File: config.mk
export PLATFORM = sky130hd
export DESIGN_NAME = hazard_scoreboard
export DESIGN_NICKNAME = d
export VERILOG_FILES = /design/src/rtl/hazard_pkg.sv /design/src/rtl/hazard_reg_tracker.sv /design/src/rtl/hazard_scoreboard.sv
export SDC_FILE = /design/constraint.sdc
export NUM_CORES = 1
export LEC_CHECK = 0
export ABC_CLOCK_PERIOD_IN_PS = 3400
export CAP_MARGIN = 20
export CORE_UTILIZATION = 55
export CTS_CLUSTER_DIAMETER = 30
export DETAILED_ROUTE_END_ITERATION = 6
export PLACE_DENSITY = 0.75
export SETUP_SLACK_MARGIN = 0.5
export SYNTH_ARGS = -nofsm -noshare
export SYNTH_HDL_FRONTEND = slang
export SYNTH_SLANG_ARGS = --single-unit
export TNS_END_PERCENT = 100
File: constraint.sdc
create_clock -name clk -period 3.4 [get_ports clk]
set_clock_uncertainty 0.05 [all_clocks]
set_input_delay 0.68 -clock clk [delete_from_list [all_inputs] [get_ports clk]]
set_output_delay 0.68 -clock clk [all_outputs]
set_load 0.01 [all_outputs]
File: src/rtl/hazard_pkg.sv
// Shared widths and latency helpers for the register hazard scoreboard.
package hazard_pkg;

  localparam int unsigned NUM_REGS_DEF = 16;
  localparam int unsigned MAX_LAT_DEF  = 4;
  localparam int unsigned REG_W        = $clog2(NUM_REGS_DEF);
  localparam int unsigned LAT_W        = $clog2(MAX_LAT_DEF + 1);

  // Saturate a latency to an upper bound (used for both wb saturation and fwd clamp).
  function automatic int unsigned clamp_lat(input int unsigned lat, input int unsigned lim);
    return (lat > lim) ? lim : lat;
  endfunction

endpackage

File: src/rtl/hazard_reg_tracker.sv
// Per-register pair of countdown counters: cycles until forwardable and until written back.
module hazard_reg_tracker
  import hazard_pkg::*;
#(
  parameter int unsigned CNT_W = LAT_W
) (
  input  logic             clk,
  input  logic             rst_n,
  input  logic             load_en,
  input  logic [CNT_W-1:0] fwd_ld,
  input  logic [CNT_W-1:0] wb_ld,
  output logic [CNT_W-1:0] fwd_cnt,
  output logic [CNT_W-1:0] wb_cnt
);

  logic [CNT_W-1:0] fwd_cnt_q, fwd_cnt_d;
  logic [CNT_W-1:0] wb_cnt_q, wb_cnt_d;

  // A load replaces the decrement so a new writer fully owns the register.
  always_comb begin
    fwd_cnt_d = fwd_cnt_q;
    wb_cnt_d  = wb_cnt_q;
    if (fwd_cnt_q != '0) fwd_cnt_d = fwd_cnt_q - CNT_W'(1);
    if (wb_cnt_q != '0)  wb_cnt_d  = wb_cnt_q - CNT_W'(1);
    if (load_en) begin
      fwd_cnt_d = fwd_ld;
      wb_cnt_d  = wb_ld;
    end
  end

  always_ff @(posedge clk or negedge rst_n) begin
    if (!rst_n) begin
      fwd_cnt_q <= '0;
      wb_cnt_q  <= '0;
    end else begin
      fwd_cnt_q <= fwd_cnt_d;
      wb_cnt_q  <= wb_cnt_d;
    end
  end

  assign fwd_cnt = fwd_cnt_q;
  assign wb_cnt  = wb_cnt_q;

endmodule

File: src/rtl/hazard_scoreboard.sv
// Issue-stage RAW hazard scoreboard with per-register forward/writeback countdowns.
// Optional stall-cycle statistics counter enabled by macro HAZARD_STATS_EN.
module hazard_scoreboard
  import hazard_pkg::*;
#(
  parameter int unsigned NUM_REGS = NUM_REGS_DEF,
  parameter int unsigned NUM_SRC  = 3,
  parameter int unsigned MAX_LAT  = MAX_LAT_DEF,
  localparam int unsigned RW      = $clog2(NUM_REGS),
  localparam int unsigned LW      = $clog2(MAX_LAT + 1)
) (
  input  logic                  clk,
  input  logic                  rst_n,
  input  logic                  issue_valid,
  input  logic                  issue_wb_en,
  input  logic [RW-1:0]         issue_dest,
  input  logic [LW-1:0]         issue_fwd_lat,
  input  logic [LW-1:0]         issue_wb_lat,
  input  logic [NUM_SRC*RW-1:0] src_addr,
  input  logic [NUM_SRC-1:0]    src_en,
  input  logic                  fwd_en,
  input  logic                  flush,
  output logic                  stall,
  output logic [NUM_SRC-1:0]    hazard_src,
  output logic [NUM_REGS-1:0]   busy_mask
`ifdef HAZARD_STATS_EN
  ,
  output logic [31:0]           stall_cycles
`endif
);

  logic [LW-1:0] fwd_cnt [NUM_REGS];
  logic [LW-1:0] wb_cnt  [NUM_REGS];
  logic [LW-1:0] wb_ld;
  logic [LW-1:0] fwd_ld;
  logic          accept;

  // Forwarding can never be later than the writeback itself.
  always_comb begin
    wb_ld  = LW'(clamp_lat(32'(issue_wb_lat), MAX_LAT));
    fwd_ld = LW'(clamp_lat(32'(issue_fwd_lat), 32'(wb_ld)));
  end

  // Hazards look only at registered counters, so a self-dependent issue sees pre-load state.
  always_comb begin
    logic [RW-1:0] src;
    src        = '0;
    hazard_src = '0;
    for (int unsigned i = 0; i < NUM_SRC; i++) begin
      src           = src_addr[i*RW +: RW];
      hazard_src[i] = src_en[i] && (fwd_en ? (fwd_cnt[src] != '0) : (wb_cnt[src] != '0));
    end
  end

  assign stall  = issue_valid && !flush && (|hazard_src);
  assign accept = issue_valid && !stall && !flush && issue_wb_en;

  for (genvar r = 0; r < NUM_REGS; r++) begin : g_trk
    hazard_reg_tracker #(
      .CNT_W (LW)
    ) u_trk (
      .clk     (clk),
      .rst_n   (rst_n),
      .load_en (accept && (issue_dest == RW'(r))),
      .fwd_ld  (fwd_ld),
      .wb_ld   (wb_ld),
      .fwd_cnt (fwd_cnt[r]),
      .wb_cnt  (wb_cnt[r])
    );
    assign busy_mask[r] = (wb_cnt[r] != '0);
  end

`ifdef HAZARD_STATS_EN
  logic [31:0] stall_cycles_q, stall_cycles_d;

  // Saturating count of stalled cycles.
  always_comb begin
    stall_cycles_d = stall_cycles_q;
    if (stall && (stall_cycles_q != '1)) stall_cycles_d = stall_cycles_q + 32'd1;
  end

  always_ff @(posedge clk or negedge rst_n) begin
    if (!rst_n) stall_cycles_q <= '0;
    else        stall_cycles_q <= stall_cycles_d;
  end

  assign stall_cycles = stall_cycles_q;
`endif

endmodule

### Word level (Yosys, flattened, before mapping)

Index checks and enable logic that the tools add are counted.

* flip-flop bits (word level): 96
* output and inout port bits: 20
* logic and storage cells: 272

* add/sub/neg operators: 32
* $lt $le $gt $ge: 5
* eq/ne operators: 15
* multiplexer cells: 87
* bitwise operators: 3
* reductions and logical operators: 98

Operators by type and width (count)
* $mux W3: 78
* $reduce_bool A3 Y1: 38
* $sub A3 B1 Y3 const B: 32
* $bmux W3 S4: 6
* $reduce_bool A2 Y1: 32
* $eq A4 B4 Y1 const B: 8
* $logic_and A1 B1 Y1: 24
* $eq A4 B3 Y1 const B: 4
* $ge A5 B5 Y1 const B: 3
* $not A4 Y5: 3
* $eq A4 B2 Y1 const B: 2
* $eq A4 B1 Y1 const B: 1
* $logic_not A4 Y1: 1
* $gt A3 B3 Y1: 1
* $gt A3 B3 Y1 const B: 1
* $mux W1: 3
* $reduce_or A3 Y1: 1
* $logic_not A1 Y1: 2

### Longest topological paths before layout

Gate-level depths: netlist of the first run.

* word-level depth: 15
* mapped depth: 12
* mapped depth without buffers: 11

### Cells and area by module

From an unflattened synthesis of the first run, not the netlist that was laid out.

* cells, all modules: 864
* area total of the unflattened synthesis: 7928.9 µm²

By module, submodules not included
* hazard_reg_tracker: times used 16, cells each 40, area an instance 397.9 µm², seq. area each 150.1 µm²
* hazard_scoreboard: times used 1, cells each 224, area an instance 1562.7 µm², seq. area each 0.0 µm²

### Least setup slack after synthesis of the first run

OpenSTA, ideal clock, no wires.

* kind: input -> output
* start point: input port src_addr[1]
* end point: output port stall
* arrival time: 2.677 ns
* required time: 2.670 ns
* slack: -0.007 ns
* cell stages on the path: 9
* cell sequence: buf_2 -> inv_1 -> mux4_2 -> mux2i_1 -> nand3b_1 -> a32oi_1 -> nor3_4 -> buf_12 -> nor3b_1

* longest elaborated chain between the ends: 9
* elaborated cells between the ends (all ways): 13
* classes of those cells: mux: 7; bitwise: 1; reduce/logical: 5

RTL lines
* start: declaration: RTL line hazard_scoreboard.sv:19 `input logic [NUM_SRC*RW-1:0] src_addr,`
* $not A4 Y5 (not written as such) *: RTL line hazard_scoreboard.sv:51 `hazard_src[i] = src_en[i] && (fwd_en ? (fwd_cnt[src] != '0) : (wb_cnt[src] != '0));`
* $bmux W3 S4: RTL line hazard_scoreboard.sv:51
* $mux W3 (not written as such) (2 in series): RTL line hazard_scoreboard.sv:51
* $reduce_bool A3 Y1: RTL line hazard_scoreboard.sv:51
* $mux W1 *: RTL line hazard_scoreboard.sv:51
* $logic_and A1 B1 Y1 *: RTL line hazard_scoreboard.sv:51
* via hazard_src[0]: RTL line hazard_scoreboard.sv:24 `output logic [NUM_SRC-1:0] hazard_src,`
* $reduce_or A3 Y1 *: RTL line hazard_scoreboard.sv:55 `assign stall = issue_valid && !flush && (|hazard_src);`
* $logic_and A1 B1 Y1 *: RTL line hazard_scoreboard.sv:55
* end: declaration: RTL line hazard_scoreboard.sv:23 `output logic stall,`

The timed path passes the listed nets; every way through them passes the cells marked *. The select of a mux whose other input is x is not followed.

### Final worst setup path of the first run

* start point: register g_trk[1].u_trk.wb_cnt_q[1]
* end point: output port stall

* longest elaborated chain between the ends: 8
* elaborated cells between the ends (all ways): 20
* classes of those cells: mux: 12; reduce/logical: 8

RTL lines
* start: declaration: RTL line hazard_reg_tracker.sv:17 `logic [CNT_W-1:0] wb_cnt_q, wb_cnt_d;`
* start signal: assignment: RTL line hazard_reg_tracker.sv:37 `wb_cnt_q <= wb_cnt_d;`
* $bmux W3 S4: RTL line hazard_scoreboard.sv:51
* $mux W3 (not written as such) (2 in series): RTL line hazard_scoreboard.sv:51
* $reduce_bool A3 Y1: RTL line hazard_scoreboard.sv:51
* $mux W1: RTL line hazard_scoreboard.sv:51
* $logic_and A1 B1 Y1: RTL line hazard_scoreboard.sv:51
* $reduce_or A3 Y1 *: RTL line hazard_scoreboard.sv:55
* $logic_and A1 B1 Y1 *: RTL line hazard_scoreboard.sv:55

Mark *: on every way between the ends. The rest lies on a longest branch, timed or not. The select of a mux whose other input is x is not followed.

==> metrics.txt, run 1 <==
maximum ir drop on the vdd rail 0.000545 V; Arr. time, crit path 2.62 ns; max-cap violations 0; final-report max-slew violation count 0; required time of the worst setup path 2.67 ns; fin crit period 3.35 ns; cell leakage power 4.67 nW; Final Routed Wirelength 21.1 mm; register-to-register setup slack 0.15 ns; number of antenna-violating nets in the routed design 0; post-route clock period utilization 98.5%; synth warn 0; Power per Cell Area 850 nW/µm²; R2R depth 9; destination of the worst register-to-register timing path g_trk[11].u_trk.wb_cnt[2]; Final Worst Setup Slack 0.0519 ns; top flip-flop cell by instance count after synthesis sky130_fd_sc_hd__dfrtp_1; total via count after detailed routing 6256; worst setup slack after placement -0.609 ns; residual overflow from global routing 0; launching point of the worst reg2reg path g_trk[1].u_trk.wb_cnt[1]; clock buffers created by TritonCTS 9; n_diodes 0; share of synthesized area occupied by flip-flops and latches 32.6%; slew at the pin closest to its max-slew limit 0.783 ns; clock tree root driver cell sky130_fd_sc_hd__clkbuf_16; share of cells above drive strength 1 22.0%; proportion of power drawn by the clock network 14.9%; most frequent cells in the layout sky130_fd_sc_hd__mux2i_1 (132), sky130_fd_sc_hd__dfrtp_1 (96), sky130_fd_sc_hd__buf_4 (81); Switching Share 42.0%; antenna violations before repair 0; Slew headroom 47.8%; final-report setup violation count 0; share of total power in combinational logic 54.8%; standard-cell row count 41; most frequent standard cell in the layout excluding fill and tap cells sky130_fd_sc_hd__mux2i_1; Die Span Y 118 µm; post-route DRC violation count 0; half-perimeter wire length after detailed placement 15.5 mm; number of buffers on the longest clock path 2; detailed router's first-iteration violation count 460; EDFF count, synth 0; clock-pin slew on the worst setup and hold paths 0.07 ns; relative contribution of sequential cells to total power 30.4%; post-synthesis instance total 751; flip-flop and latch count after synthesis 96; distinct cell type count after synthesis 60; Starting Density 57.5%; # nets final 979; syn avg cell area 9.82 µm²; setup tns final 0 ns; total I/O pin count 51; worst skew pair latency 0.36 ns; syn_nets 849; critical-path maximum fanout 3; Floorplan Core Area 12800 µm²; worst setup path end stall; CTS H-Tree Depth 3; area enclosed by the die boundary 13900 µm²; Overall Global Routing Usage 31.5%; element type at the critical path end output port; first-pass iteration count of the detailed router 5; status completed; PortBufs 50; final hold violation count 0; hold bufs inserted after CTS 0; achievable clock frequency 299 MHz; area of the mapped netlist 7370 µm²; wire length of the first global-routing pass 33.7 mm; Critical Path Start Type register; relative area change from synthesis to final layout 27.3%; number of global-route vias before repair 6506; CTS sink count 96; final weighted congestion in routability-driven placement 0.991; critical path start-end classification reg2out; async set-or-reset flop fraction in the synthesized netlist 100%; path class of the lowest-slack min-delay path in2async; overall die width 118 µm; drt via density 5.91; RSZ-0062 raised after global routing yes; reported net switching power 3.35 mW; average wire length per cell after detail routing 19.9 µm; launch point of the worst path g_trk[1].u_trk.wb_cnt[1]; clock tree from TritonCTS built; pin count of the biggest net entering global routing 59; Internal Dissipation 4.62 mW
[cell type report]
type	count	area, µm²
flip-flops and latches	96	2400
inverters	80	303
well taps	172	215
repair buffers	144	1260
clock inverters	7	119
fillers	951	3440
clock buffers	9	225
multi-input cells	550	4860
[per-layer routing]
layer | vias up | track usage, % | part of all wire [%]
li1 | 2917 | - | -
met1 | 3085 | 40.0 | 43
met2 | 204 | 54.1 | 49
met3 | 50 | 4.51 | 5.0
met4 | 0 | 11.9 | 3.1
met5 | - | 0 | 0
[per-stage QoR]
step                      hold slack (ns)  util, %  area [µm²]  total power [mW]  std cells
after floorplan                     0.334        -        7430              5.05        751
after global placement              0.527     67.0        8590              6.11       1026
after detailed placement            0.538     67.0        8590              6.48       1026
after CTS                           0.386     72.2        9260              7.88       1056
after global routing                0.427     73.2        9390              8.61       1058
final                               0.361     73.2        9390              7.98       1058
[synth_stat cells, types with 9 or more instances]
master	number	area, µm²
sky130_fd_sc_hd__nor3_1	33	165
sky130_fd_sc_hd__clkbuf_1	13	48.8
sky130_fd_sc_hd__nand2b_1	39	244
sky130_fd_sc_hd__or3_1	10	62.6
sky130_fd_sc_hd__nand2_1	38	143
sky130_fd_sc_hd__nor2_1	36	135
sky130_fd_sc_hd__dfrtp_1	96	2400
sky130_fd_sc_hd__xnor2_1	32	280
sky130_fd_sc_hd__inv_1	80	300
sky130_fd_sc_hd__o21ai_0	36	180
sky130_fd_sc_hd__ha_1	67	838
sky130_fd_sc_hd__mux2i_1	136	1360
sky130_fd_sc_hd__nor4_1	9	56.3
sky130_fd_sc_hd__a21oi_1	12	60.1
[power groups by stage]
stage | registers (mW) | clock network [mW] | logic [mW]
2_1_floorplan | 2.23 | 0 | 2.82
3_3_place_gp | 2.32 | 0 | 3.80
3_5_place_dp | 2.35 | 0 | 4.13
4_1_cts | 2.38 | 1.20 | 4.30
5_1_grt | 2.50 | 1.24 | 4.86
6_report | 2.42 | 1.19 | 4.37
[worst min path at each step]
stage	start	end	slack, ns	cells after the start
after global placement	g_trk[11].u_trk.wb_cnt[0]	g_trk[11].u_trk.wb_cnt[0]	0.53	2
after floorplan	rst_n	g_trk[0].u_trk.fwd_cnt[0]	0.33	0
final	rst_n	g_trk[12].u_trk.wb_cnt[1]	0.36	1
after global routing	rst_n	g_trk[10].u_trk.wb_cnt[2]	0.43	1
after CTS	rst_n	g_trk[10].u_trk.wb_cnt[2]	0.39	1
after detailed placement	g_trk[6].u_trk.wb_cnt[0]	g_trk[6].u_trk.wb_cnt[0]	0.54	2
[critical path: stages, from the launching register on]
cell	delay (ns)
sky130_fd_sc_hd__dfrtp_1	0.40
sky130_fd_sc_hd__or3_4	0.44
sky130_fd_sc_hd__mux4_2	0.49
sky130_fd_sc_hd__o22ai_2	0.16
sky130_fd_sc_hd__or3_4	0.15
sky130_fd_sc_hd__a32oi_4	0.13
sky130_fd_sc_hd__nor3_4	0.29
sky130_fd_sc_hd__nor3b_4	0.07
sky130_fd_sc_hd__buf_2	0.14
[cell families after synthesis]
logic type      Yosys count  synth area share (%)
simple gates            209                  17.0
mux                     141                  20.0
buf+inv                 105                  6.01
compound gates          101                  9.23
flops                    96                  32.6
fa+ha+maj                67                  11.4
xor+xnor                 32                  3.80
[registers in the layout, summed over array words and instances (netlist names)]
register	flops
g_trk.u_trk.fwd_cnt	48
g_trk.u_trk.wb_cnt	48
[timing repair]
action / in CTS / in global routing
gates resized for setup: 92 / 21
endpoints found under the setup margin: 100 / 100
endpoints found under the hold margin: 0 / 0
pin swaps: 20 / 13
buffers inserted: 12 / 2
cloned: 2 / 0
Power figures use the tool's default switching activity.
==> run 2, diff against run 1 <==
Settings changed: ABC_AREA set to 1, HOLD_SLACK_MARGIN set to 0.15, PLACE_DENSITY 0.75 to 0.74, SYNTH_HIERARCHICAL set to 1.
==> run 2 against run 1 <==
  * Highest routed layer unchanged
  * Clock-buffer cell count increased by 3
  * Global-route usage down 0.97 points
  * Routed wire length increased by 19%
  * Critical endpoint is now hazard_src[0]
==> metrics.txt, run 2 <==
destination of the worst register-to-register timing path g_trk[10].u_trk/wb_cnt[0]; R2R depth 19; register-to-register setup slack 0.72 ns; Worst Hold Margin 0.274 ns; max-cap violations 0; worst skew pair latency 0.36 ns; share of total power in combinational logic 59.7%; achievable clock frequency 350 MHz; n_diodes 0; cell types with the largest area share after synthesis sky130_fd_sc_hd__nand2_1 (28%), sky130_fd_sc_hd__dfrtp_1 (27%), sky130_fd_sc_hd__inv_1 (9.9%); RSZ-0062 raised after global routing no; total I/O pin count 51; clock buffers created by TritonCTS 9; flip-flop and latch area 2400 µm²; distinct cell type count after synthesis 25; antenna violations before repair 0; clock tree from TritonCTS built; leading post-synthesis cells by instance count sky130_fd_sc_hd__nand2_1 (669), sky130_fd_sc_hd__inv_1 (238), sky130_fd_sc_hd__nand3_1 (139); post-route DRC violation count 0; status completed; top flip-flop cell by instance count after synthesis sky130_fd_sc_hd__dfrtp_1; share of the synthesized area in compound gates (AO/OA/AOI/OAI) 8.57%; async set-or-reset flop fraction in the synthesized netlist 100%; path class of the lowest-slack min-delay path in2async; launching point of the worst reg2reg path g_trk[14].u_trk/wb_cnt[0]; relative area change from synthesis to final layout 17.5%; critical-path maximum fanout 10; clock tree root driver cell sky130_fd_sc_hd__clkbuf_16; portion of netlist area occupied by mux cells 0%; element type at the critical path end output port; Starting Density 56.6%; utilization of the core after routing 66.5%; slew at the pin closest to its max-slew limit 0.616 ns; Die Span Y 130 µm; half-perimeter wire length after detailed placement 18.4 mm; relative contribution of sequential cells to total power 28.3%; final-report setup violation count 0; detailed router's first-iteration violation count 773; # nets final 1679; CTS sink count 96; most frequent standard cell in the layout excluding fill and tap cells sky130_fd_sc_hd__nand2_1; final weighted congestion in routability-driven placement 0.959; Power per Cell Area 812 nW/µm²; PortBufs 50; area of the mapped netlist 9060 µm²; Switching Share 48.5%; top-area cell type share of the netlist area 27.7%; Overall Global Routing Usage 30.5%; post-synthesis share of cell area spent on and, or, nand and nor gates 41.5%; syn avg cell area 6.05 µm²; maximum ir drop on the vdd rail 0.000369 V; number of global-route vias before repair 8369; combinational family with the most area after synthesis simple AND/OR/NAND/NOR gates; flip-flop and latch count after synthesis 96; Arr. time, crit path 2.13 ns; reported net switching power 4.19 mW; pin count of the biggest net entering global routing 53; Floorplan Core Area 16000 µm²; average wire length per cell after detail routing 14.0 µm; fillers 1504; CTS H-Tree Depth 3; required time of the worst setup path 2.67 ns; Internal Dissipation 4.45 mW; adder-cell share of the synthesized area 9.26%; area enclosed by the die boundary 17000 µm²; critical path start-end classification in2out; number of buffers on the longest clock path 2; cell leakage power 5.77 nW; share of synthesized area occupied by flip-flops and latches 26.5%; final hold violation count 0; Final Routed Wirelength 25.2 mm; leading area contributor after synthesis sky130_fd_sc_hd__nand2_1; proportion of power drawn by the clock network 12.0%; synth warn 6; EDFF count, synth 0; multi-input gate area in the final layout 5530 µm²; drt via density 5.18; Critical Path Start Type primary input; total via count after detailed routing 9329; post-route clock period utilization 84.1%; post-synthesis instance total 1496; most repeated cell in the gate-level netlist after synthesis sky130_fd_sc_hd__nand2_1; first-pass iteration count of the detailed router 5; overall die width 130 µm; standard-cell row count 46; share of cells above drive strength 1 11.0%; residual overflow from global routing 0; wire length of the first global-routing pass 39.8 mm; final-report max-slew violation count 0; Slew headroom 59.0%; post-synthesis xor/xnor area fraction 0%; most frequent cells in the layout sky130_fd_sc_hd__nand2_1 (666), sky130_fd_sc_hd__inv_1 (234), sky130_fd_sc_hd__nand3_1 (133); syn_nets 1594; fin crit period 2.86 ns; clock-pin slew on the worst setup and hold paths 0.06 ns; number of antenna-violating nets in the routed design 0
==> run 2: changes by cell type after synthesis, sizes merged, moves of 9 or more <==
cell,previous run,this run
a21oi,12,44
buf,11,38
clkbuf,14,1
inv,80,242
mux2i,136,0
nand2,38,669
nand2b,39,0
nand3,10,142
nor2,38,90
nor3,34,5
nor4,9,0
o21ai,36,75
or3,10,0
xnor2,32,0
==> run 2: area by class of cell <==
class | instances | share of cell area [%]
multi-input cells | 1119 | 51.9
flip-flops and latches | 96 | 22.6
repair buffers | 112 | 11.5
inverters | 242 | 8.63
well taps | 216 | 2.54
clock buffers | 12 | 2.32
clock inverters | 3 | 0.400
repair inverters | 1 | 0.0705
==> run 2: per-layer routing <==
| metal | part of all wire, % | global-route usage, % |
|---|---|---|
| met1 | 46 | 41.9 |
| met5 | 0 | 0 |
| met4 | 1.7 | 9.30 |
| met3 | 6.6 | 4.18 |
| met2 | 46 | 49.8 |
==> run 2: cell families (layout without fill, tap and decap cells) <==
kind of cell | Yosys count | after routing
DFF | 96 | 96
adders and majority gates | 67 | 67
buffers and inverters | 281 | 370
and+or+nand+nor | 925 | 925
AOI/OAI and AO/OA | 127 | 127
==> run 2: power by group through the flow <==
stage / Sequential [mW] / Clock [mW] / Combinational, mW
6_report: 2.44 / 1.04 / 5.16
2_1_floorplan: 2.19 / 0 / 3.84
3_5_place_dp: 2.39 / 0 / 5.01
3_3_place_gp: 2.38 / 0 / 4.87
5_1_grt: 2.52 / 1.11 / 5.94
4_1_cts: 2.40 / 1.06 / 5.07
==> run 2: how the worst max path moves through the flow <==
stage	cells after the start	end	from	slack, ns
2_1_floorplan	14	g_trk[10].u_trk/fwd_cnt[0]	issue_wb_lat[2]	0.63
3_3_place_gp	13	stall	src_addr[4]	-0.23
3_5_place_dp	14	stall	src_addr[4]	-0.26
4_1_cts	13	hazard_src[1]	src_addr[4]	0.51
5_1_grt	11	hazard_src[0]	src_addr[0]	0.47
6_report	11	hazard_src[0]	src_addr[0]	0.54
==> run 2: metrics by stage <==
step | setup WS (ns) | cells | area, µm² | power [mW] | setup TNS (ns)
after detailed placement | -0.264 | 1774 | 10100 | 7.40 | -1.83
after global routing | 0.472 | 1801 | 10600 | 9.57 | 0
final | 0.542 | 1801 | 10600 | 8.64 | 0
after global placement | -0.226 | 1774 | 10100 | 7.25 | -1.00
after floorplan | 0.630 | 1496 | 9070 | 6.04 | 0
after CTS | 0.507 | 1796 | 10500 | 8.54 | 0
==> run 2: worst max-delay path: stages <==
cell and delay [ns]:
sky130_fd_sc_hd__buf_6 0.12, sky130_fd_sc_hd__clkbuf_16 0.16, sky130_fd_sc_hd__a211oi_2 0.25, sky130_fd_sc_hd__nor2_1 0.09
sky130_fd_sc_hd__nand2_1 0.07, sky130_fd_sc_hd__nand3_1 0.07, sky130_fd_sc_hd__nand3_2 0.11, sky130_fd_sc_hd__nand3_4 0.11
sky130_fd_sc_hd__buf_4 0.15, sky130_fd_sc_hd__inv_1 0.08, sky130_fd_sc_hd__clkdlybuf4s15_2 0.23
==> run 2: repair_timing <==
action                                  CTS  global route
endpoints found under the setup margin  100            10
buffers inserted                          5             4
gates cloned                              2             1
pin swaps                                 1            13
hold buffers                              0             0
resized for setup                        63            43
